===== config.mk =====
export PLATFORM = sky130hd
export DESIGN_NAME = sm4_sbox_arb
export DESIGN_NICKNAME = d
export VERILOG_FILES = /design/src/rtl/sm4_sbox_arb.sv
export SDC_FILE = /design/constraint.sdc
export NUM_CORES = 1
export LEC_CHECK = 0
export CORE_MARGIN = 4
export CORE_UTILIZATION = 29
export DETAILED_ROUTE_END_ITERATION = 6
export SLEW_MARGIN = 20
export SYNTH_ARGS = -nofsm -noshare
export SYNTH_HDL_FRONTEND = slang
export SYNTH_SLANG_ARGS = --single-unit
export TNS_END_PERCENT = 50

===== constraint.sdc =====
create_clock -name CLK_i -period 1.8 [get_ports CLK_i]
set_clock_uncertainty 0.05 [all_clocks]
set_input_delay 0.54 -clock CLK_i [delete_from_list [all_inputs] [get_ports CLK_i]]
set_output_delay 0.54 -clock CLK_i [all_outputs]
set_load 0.1 [all_outputs]

===== src/rtl/sm4_sbox_arb.sv =====
// sm4_sbox_arb
//   Shares one 32-bit SM4 S-box datapath between the round-function datapath
//   (requester 0) and the key-expansion engine (requester 1). Round-robin
//   arbitration with burst lock. A tag pipeline follows each lookup through
//   the S-box, and each result goes back to the requester that issued it.
//
// Ports
//   CLK_i, RSTn_i          clock, synchronous active-low reset
//   EN_i                   global enable for new grants
//   reqN_valid/data/lock   requester N lookup word and burst-lock request
//   reqN_ready_o           requester N word accepted this cycle (combinational)
//   rspN_valid/data_o      requester N result, single-cycle pulse
//   sbox_x_o / sbox_y_i    registered word into / result from the shared S-box
//   busy_o                 at least one lookup in flight
module sm4_sbox_arb #(
  parameter int SBOX_LAT = 1,
  parameter int DW       = 32
) (
  input  logic          CLK_i,
  input  logic          RSTn_i,
  input  logic          EN_i,
  input  logic          req0_valid_i,
  input  logic [DW-1:0] req0_data_i,
  input  logic          req0_lock_i,
  output logic          req0_ready_o,
  output logic          rsp0_valid_o,
  output logic [DW-1:0] rsp0_data_o,
  input  logic          req1_valid_i,
  input  logic [DW-1:0] req1_data_i,
  input  logic          req1_lock_i,
  output logic          req1_ready_o,
  output logic          rsp1_valid_o,
  output logic [DW-1:0] rsp1_data_o,
  output logic [DW-1:0] sbox_x_o,
  input  logic [DW-1:0] sbox_y_i,
  output logic          busy_o
);

  logic                last_grant_q, last_grant_d;
  logic [DW-1:0]       sbox_x_q, sbox_x_d;
  logic [SBOX_LAT:0]   tag_vld_q, tag_vld_d;
  logic [SBOX_LAT:0]   tag_id_q, tag_id_d;
  logic                rsp0_valid_q, rsp0_valid_d;
  logic                rsp1_valid_q, rsp1_valid_d;
  logic [DW-1:0]       rsp0_data_q, rsp0_data_d;
  logic [DW-1:0]       rsp1_data_q, rsp1_data_d;

  logic gnt0, gnt1, xfer, ret, ret_id;

  always_comb begin
    gnt0 = 1'b0;
    gnt1 = 1'b0;
    // Readies are held low while reset is asserted so nothing is accepted
    // in a cycle whose edge is going to clear the pipeline anyway.
    if (RSTn_i && EN_i) begin
      if (req0_valid_i && !req1_valid_i) begin
        gnt0 = 1'b1;
      end else if (!req0_valid_i && req1_valid_i) begin
        gnt1 = 1'b1;
      end else if (req0_valid_i && req1_valid_i) begin
        // Lock only counts for whoever holds last_grant; otherwise rotate.
        if (last_grant_q) begin
          if (req1_lock_i) gnt1 = 1'b1;
          else             gnt0 = 1'b1;
        end else begin
          if (req0_lock_i) gnt0 = 1'b1;
          else             gnt1 = 1'b1;
        end
      end
    end
    xfer = gnt0 | gnt1;

    last_grant_d = xfer ? gnt1 : last_grant_q;
    sbox_x_d     = gnt1 ? req1_data_i : (gnt0 ? req0_data_i : sbox_x_q);

    tag_vld_d    = '0;
    tag_id_d     = '0;
    tag_vld_d[0] = xfer;
    tag_id_d[0]  = gnt1;
    for (int i = 1; i <= SBOX_LAT; i++) begin
      tag_vld_d[i] = tag_vld_q[i-1];
      tag_id_d[i]  = tag_id_q[i-1];
    end

    // Last tag stage lines up with sbox_y_i carrying that word's result.
    ret    = tag_vld_q[SBOX_LAT];
    ret_id = tag_id_q[SBOX_LAT];
    rsp0_valid_d = ret & ~ret_id;
    rsp1_valid_d = ret & ret_id;
    rsp0_data_d  = (ret && !ret_id) ? sbox_y_i : rsp0_data_q;
    rsp1_data_d  = (ret && ret_id)  ? sbox_y_i : rsp1_data_q;
  end

  always_ff @(posedge CLK_i) begin
    if (!RSTn_i) begin
      last_grant_q <= 1'b1;
      sbox_x_q     <= '0;
      tag_vld_q    <= '0;
      tag_id_q     <= '0;
      rsp0_valid_q <= 1'b0;
      rsp1_valid_q <= 1'b0;
      rsp0_data_q  <= '0;
      rsp1_data_q  <= '0;
    end else begin
      last_grant_q <= last_grant_d;
      sbox_x_q     <= sbox_x_d;
      tag_vld_q    <= tag_vld_d;
      tag_id_q     <= tag_id_d;
      rsp0_valid_q <= rsp0_valid_d;
      rsp1_valid_q <= rsp1_valid_d;
      rsp0_data_q  <= rsp0_data_d;
      rsp1_data_q  <= rsp1_data_d;
    end
  end

  assign req0_ready_o = gnt0;
  assign req1_ready_o = gnt1;
  assign sbox_x_o     = sbox_x_q;
  assign rsp0_valid_o = rsp0_valid_q;
  assign rsp1_valid_o = rsp1_valid_q;
  assign rsp0_data_o  = rsp0_data_q;
  assign rsp1_data_o  = rsp1_data_q;
  assign busy_o       = (|tag_vld_q) | rsp0_valid_q | rsp1_valid_q;

endmodule


==> results of run 1 <==
-- cell type report --
cell class                      instances  area [µm²]  area share
Multi-Input combinational cell        281        1902      0.2455
Clock buffer                           10       239.0     0.03085
Sequential cell                       103        2066      0.2667
Tap cell                              180       225.2     0.02907
Inverter                                1       7.507   0.0009691
Timing Repair Buffer                  227        3249      0.4195
Clock inverter                          5       57.56    0.007430
-- metal layers --
metal,vias to the layer above,GRT usage,part of all wire
met1,1848,0.1954,0.41
met2,166,0.2730,0.47
met5,-,0,0
met4,0,0.04795,0.016
met3,17,0.06062,0.097
li1,1915,-,-
-- how the worst max path moves through the flow --
stage	endpoint	cells past startpoint	start	slack, ns
3_5_place_dp	req0_ready_o	5	EN_i	-0.44
2_1_floorplan	req0_ready_o	4	req1_lock_i	-0.18
5_1_grt	busy_o	2	tag_vld_q[1]	-0.20
6_report	busy_o	2	tag_vld_q[1]	-0.16
4_1_cts	busy_o	2	tag_vld_q[1]	-0.18
3_3_place_gp	req0_ready_o	5	EN_i	-0.43
-- cells in the mapped netlist --
cell type / count / share of area
a21boi_0: 64 / 0.12
a21oi_1: 3 / 0.0037
a31o_2: 1 / 0.0021
a31oi_1: 1 / 0.0015
and2_1: 4 / 0.0061
and3_1: 1 / 0.0015
buf_1: 2 / 0.0018
buf_2: 17 / 0.021
buf_4: 2 / 0.0037
buf_6: 3 / 0.0082
clkbuf_1: 13 / 0.012
dfxtp_1: 103 / 0.50
inv_1: 1 / 0.00091
nand2_1: 131 / 0.12
nand2b_1: 2 / 0.0030
nand2b_4: 1 / 0.0033
nand3_1: 2 / 0.0024
nand3b_1: 1 / 0.0018
nand3b_4: 1 / 0.0049
nor2b_1: 1 / 0.0015
o211a_1: 1 / 0.0024
o21a_2: 1 / 0.0021
o21ai_0: 1 / 0.0012
o221a_1: 7 / 0.019
o221a_2: 57 / 0.16
or4_1: 1 / 0.0018
-- registers in the layout (all words and copies together), names as in the netlist --
register and flops:
last_grant_q 1, rsp0_data_o 32, rsp0_valid_o 1, rsp1_data_o 32
rsp1_valid_o 1, sbox_x_o 32, tag_id_q 2, tag_vld_q 2
-- cell families after synthesis --
group | synth area share
AND/OR/NAND/NOR | 0.1461
AO/OA/AOI/OAI | 0.3052
flip-flops | 0.5015
buffers and inverters | 0.04717
-- power groups by stage --
stage               registers, µW  clock network [µW]  logic (µW)
finish                       2460                1950        1610
global route                 2480                2110        1670
global placement             2510                   0        1600
floorplan                    3070                   0         299
CTS                          2470                2030        1620
detailed placement           2520                   0        1610
-- what timing repair did --
action / 4_1_cts / 5_1_grt
gates resized for setup: 14 / 1
pin swaps: 2 / 0
setup endpoints to repair: 3 / 3
hold endpoints to repair: 0 / 0
buffers inserted: 3 / 0
-- worst max-delay path: stages (launching register included) --
cell and delay [ns]:
dfxtp_2 0.32, or4_4 0.54, buf_12 0.18
-- placed cells by master, fill, tap and decap left out, types with 2 or more instances in the layout --
| cell | instances |
|---|---|
| dlygate4sd2_1 | 2 |
| dfxtp_1 | 100 |
| dfxtp_2 | 3 |
| nand2_1 | 130 |
| nand3_2 | 2 |
| nand2b_4 | 2 |
| buf_4 | 21 |
| clkdlybuf4s50_1 | 96 |
| buf_12 | 104 |
| and2_1 | 4 |
| a21oi_1 | 2 |
| o221a_1 | 7 |
| o221a_2 | 57 |
| buf_2 | 2 |
| clkinv_2 | 2 |
| clkbuf_16 | 9 |
| a21boi_0 | 64 |
-- metrics by stage --
| stage | hold slack [ns] | utilization |
|---|---|---|
| final | 0.4029 | 0.5580 |
| after global routing | 0.4134 | 0.5580 |
| after CTS | 0.4067 | 0.5577 |
| after detailed placement | 0.3906 | 0.5344 |
| after global placement | 0.3778 | 0.5344 |
| after floorplan | 0.3619 | - |
==> results, run 1 <==
- The flow ran to the end, but the final reports show violations.
- The final reports fail on setup timing.
- The detail-routed net length per standard cell is 16.68 µm.
- The first global-routing pass estimated 21.34 mm of wire.
- The worst setup path is captured at a primary output.
- The nature of the critical path startpoint is a register.
- The iteration-0 DRC count of the detailed router is 234.
- The summed instance area of the synthesized netlist is 4111 µm².
- Of the total power, the share spent switching nets is 0.3050.
- Detailed placement ended at an HPWL of 10.04 mm.
- Max-cap violations in this run came to 0.
- The TritonCTS clock tree is built.
- The first detailed-routing pass ran for 4 iterations.
- The number of global-route vias before repair was 4113.
- The share of post-route cells with drive strength above 1 is 0.3429.
- Pin placement for this block handled 204 I/O pins.
- The cell count of the worst reg-to-reg path is 4.
- The worst hold path belongs to the class reg2reg.
- The overall die height is 127.1 µm.
- From left edge to right edge, the die measures 127.1 µm.
- The start-to-end type of the worst setup path is reg2out.
- The critical path required time is 1.21 ns.
- The die covers 16150 µm².
- The minimum setup slack after placement is -0.4447 ns.
- The setup slack of the critical path after layout is -0.1641 ns.
- The number of cells in the finished layout apart from fillers is 807.
- A synthesized cell averages 9.743 µm².
- Summing all non-filler instances in the final layout gives an area of 7746 µm².
- The number of buffers added by the clock tree synthesis step is 9.
- Clock tree synthesis selected as its root buffer the cell clkbuf_16.
- For the pin with the worst max-slew slack, the measured transition is 0.6810 ns.
- The final critical delay including setup and external delays is 1.964 ns.
- After floorplanning, the core was divided into 43 placement rows.
- The source of the worst register-to-register timing path is last_grant_q.
- After technology mapping, the gate count stands at 422.
- The setup slack of the most critical reg-to-reg path is 0.33 ns.
- The starting utilization of the core area is 0.2962.
- The distinct cell type count of the synthesized netlist is 26.
- Global routing finished with a remaining overflow of 0.
- The routed design has 13.46 mm of wire.
- The final-report setup violation count is 3.
- The end point of the most critical hold path is tag_id_q[1].
- The clock-pin transition on the worst setup and hold timing paths is 0.06 ns.
- For this run, design rule violations remaining after detail routing come to 0.
- The startpoint identified for the worst hold timing path is tag_id_q[0].
- In this run the worst path has a maximum fanout of 2.
- The total vias in the final route is 3946.
- The maximum ir drop on the vdd rail is 0.5825 mV.
- The sequential area share after synthesis is 0.5015.
- Setup repair after global routing could not meet its margin everywhere.
- The switching power of the nets is 1837 µW.
- The worst pin sits at a relative slew slack of 0.5460.
- The number of fillers in the final layout is 1204.
- The routability congestion estimate is 0.8066.
- The number of hold-slack violations in the final timing report is 0.
- The power density normalized to cell area is 777.8 nW/µm².
- The number of nets still failing antenna checks after routing is 0.
- In this run the number of H-tree levels came out at 3.
- The post-layout total power is 6025 µW.
- The clock insertion delay at the later pin of the skew report is 0.33 ns.
- The total number of yosys warnings is 0.
- The largest net degree at the start of global routing is 79.
- At the end of the flow, the number of nets in the layout was 726.
- The synthesized net count is 525.
- The number of buffer cells added on primary ports is 203.
- Cell internal power was estimated by the tool at 4188 µW.
- The area of the core is 13880 µm².
- The count of inserted antenna diode cells is 0.
- In the finished design, the share of the clock period the worst path needs comes to 1.091.
- The achievable clock frequency is 0.5091 GHz.
- The total track usage is 0.1629.
- The total count of max-transition violations in the final report is 0.
- The leakage component of the power is 0.002863 µW.
- Data arrives at the worst endpoint at 1.37 ns.
- The final-layout setup total negative slack is -0.3932 ns.
- Of the total power, combinational logic draws 0.267.
- The endpoint identified for the worst register-to-register timing path is sbox_x_o[30].
- Including well taps, the total number of placed cells is 789.
- The proportion of power drawn by flip-flops and latches is 0.409.
- Summing all placed instances gives a cell area of 7418 µm².
- The clock drives 103 sinks.
- Of the total power, the clock network draws 0.324.
- Using the TritonRoute via totals, the vias-per-cell ratio works out to 4.890.
- Along the worst hold path, the cell count comes to 1.
- The maximum number of buffers from clock root to sink is 2.
- Counting flops and latches in the post-synthesis netlist gives 103.
- The layout overhead on the synthesized area is 88.41%.
- The number of antenna violations at the first check in global routing was 0.
- The number of hold buffers added after CTS was 0.
Note: power is estimated with default switching activity, not from simulation.
==> run 2, diff against run 1 <==
--- a/config.mk
+++ b/config.mk
@@ -8,6 +8,7 @@
 export CORE_MARGIN = 4
 export CORE_UTILIZATION = 29
 export DETAILED_ROUTE_END_ITERATION = 6
+export GPL_ROUTABILITY_DRIVEN = 0
 export SLEW_MARGIN = 20
 export SYNTH_ARGS = -nofsm -noshare
 export SYNTH_HDL_FRONTEND = slang
==> results of run 2 <==
Final layout, timing and power as in run 1 (identical DEF).
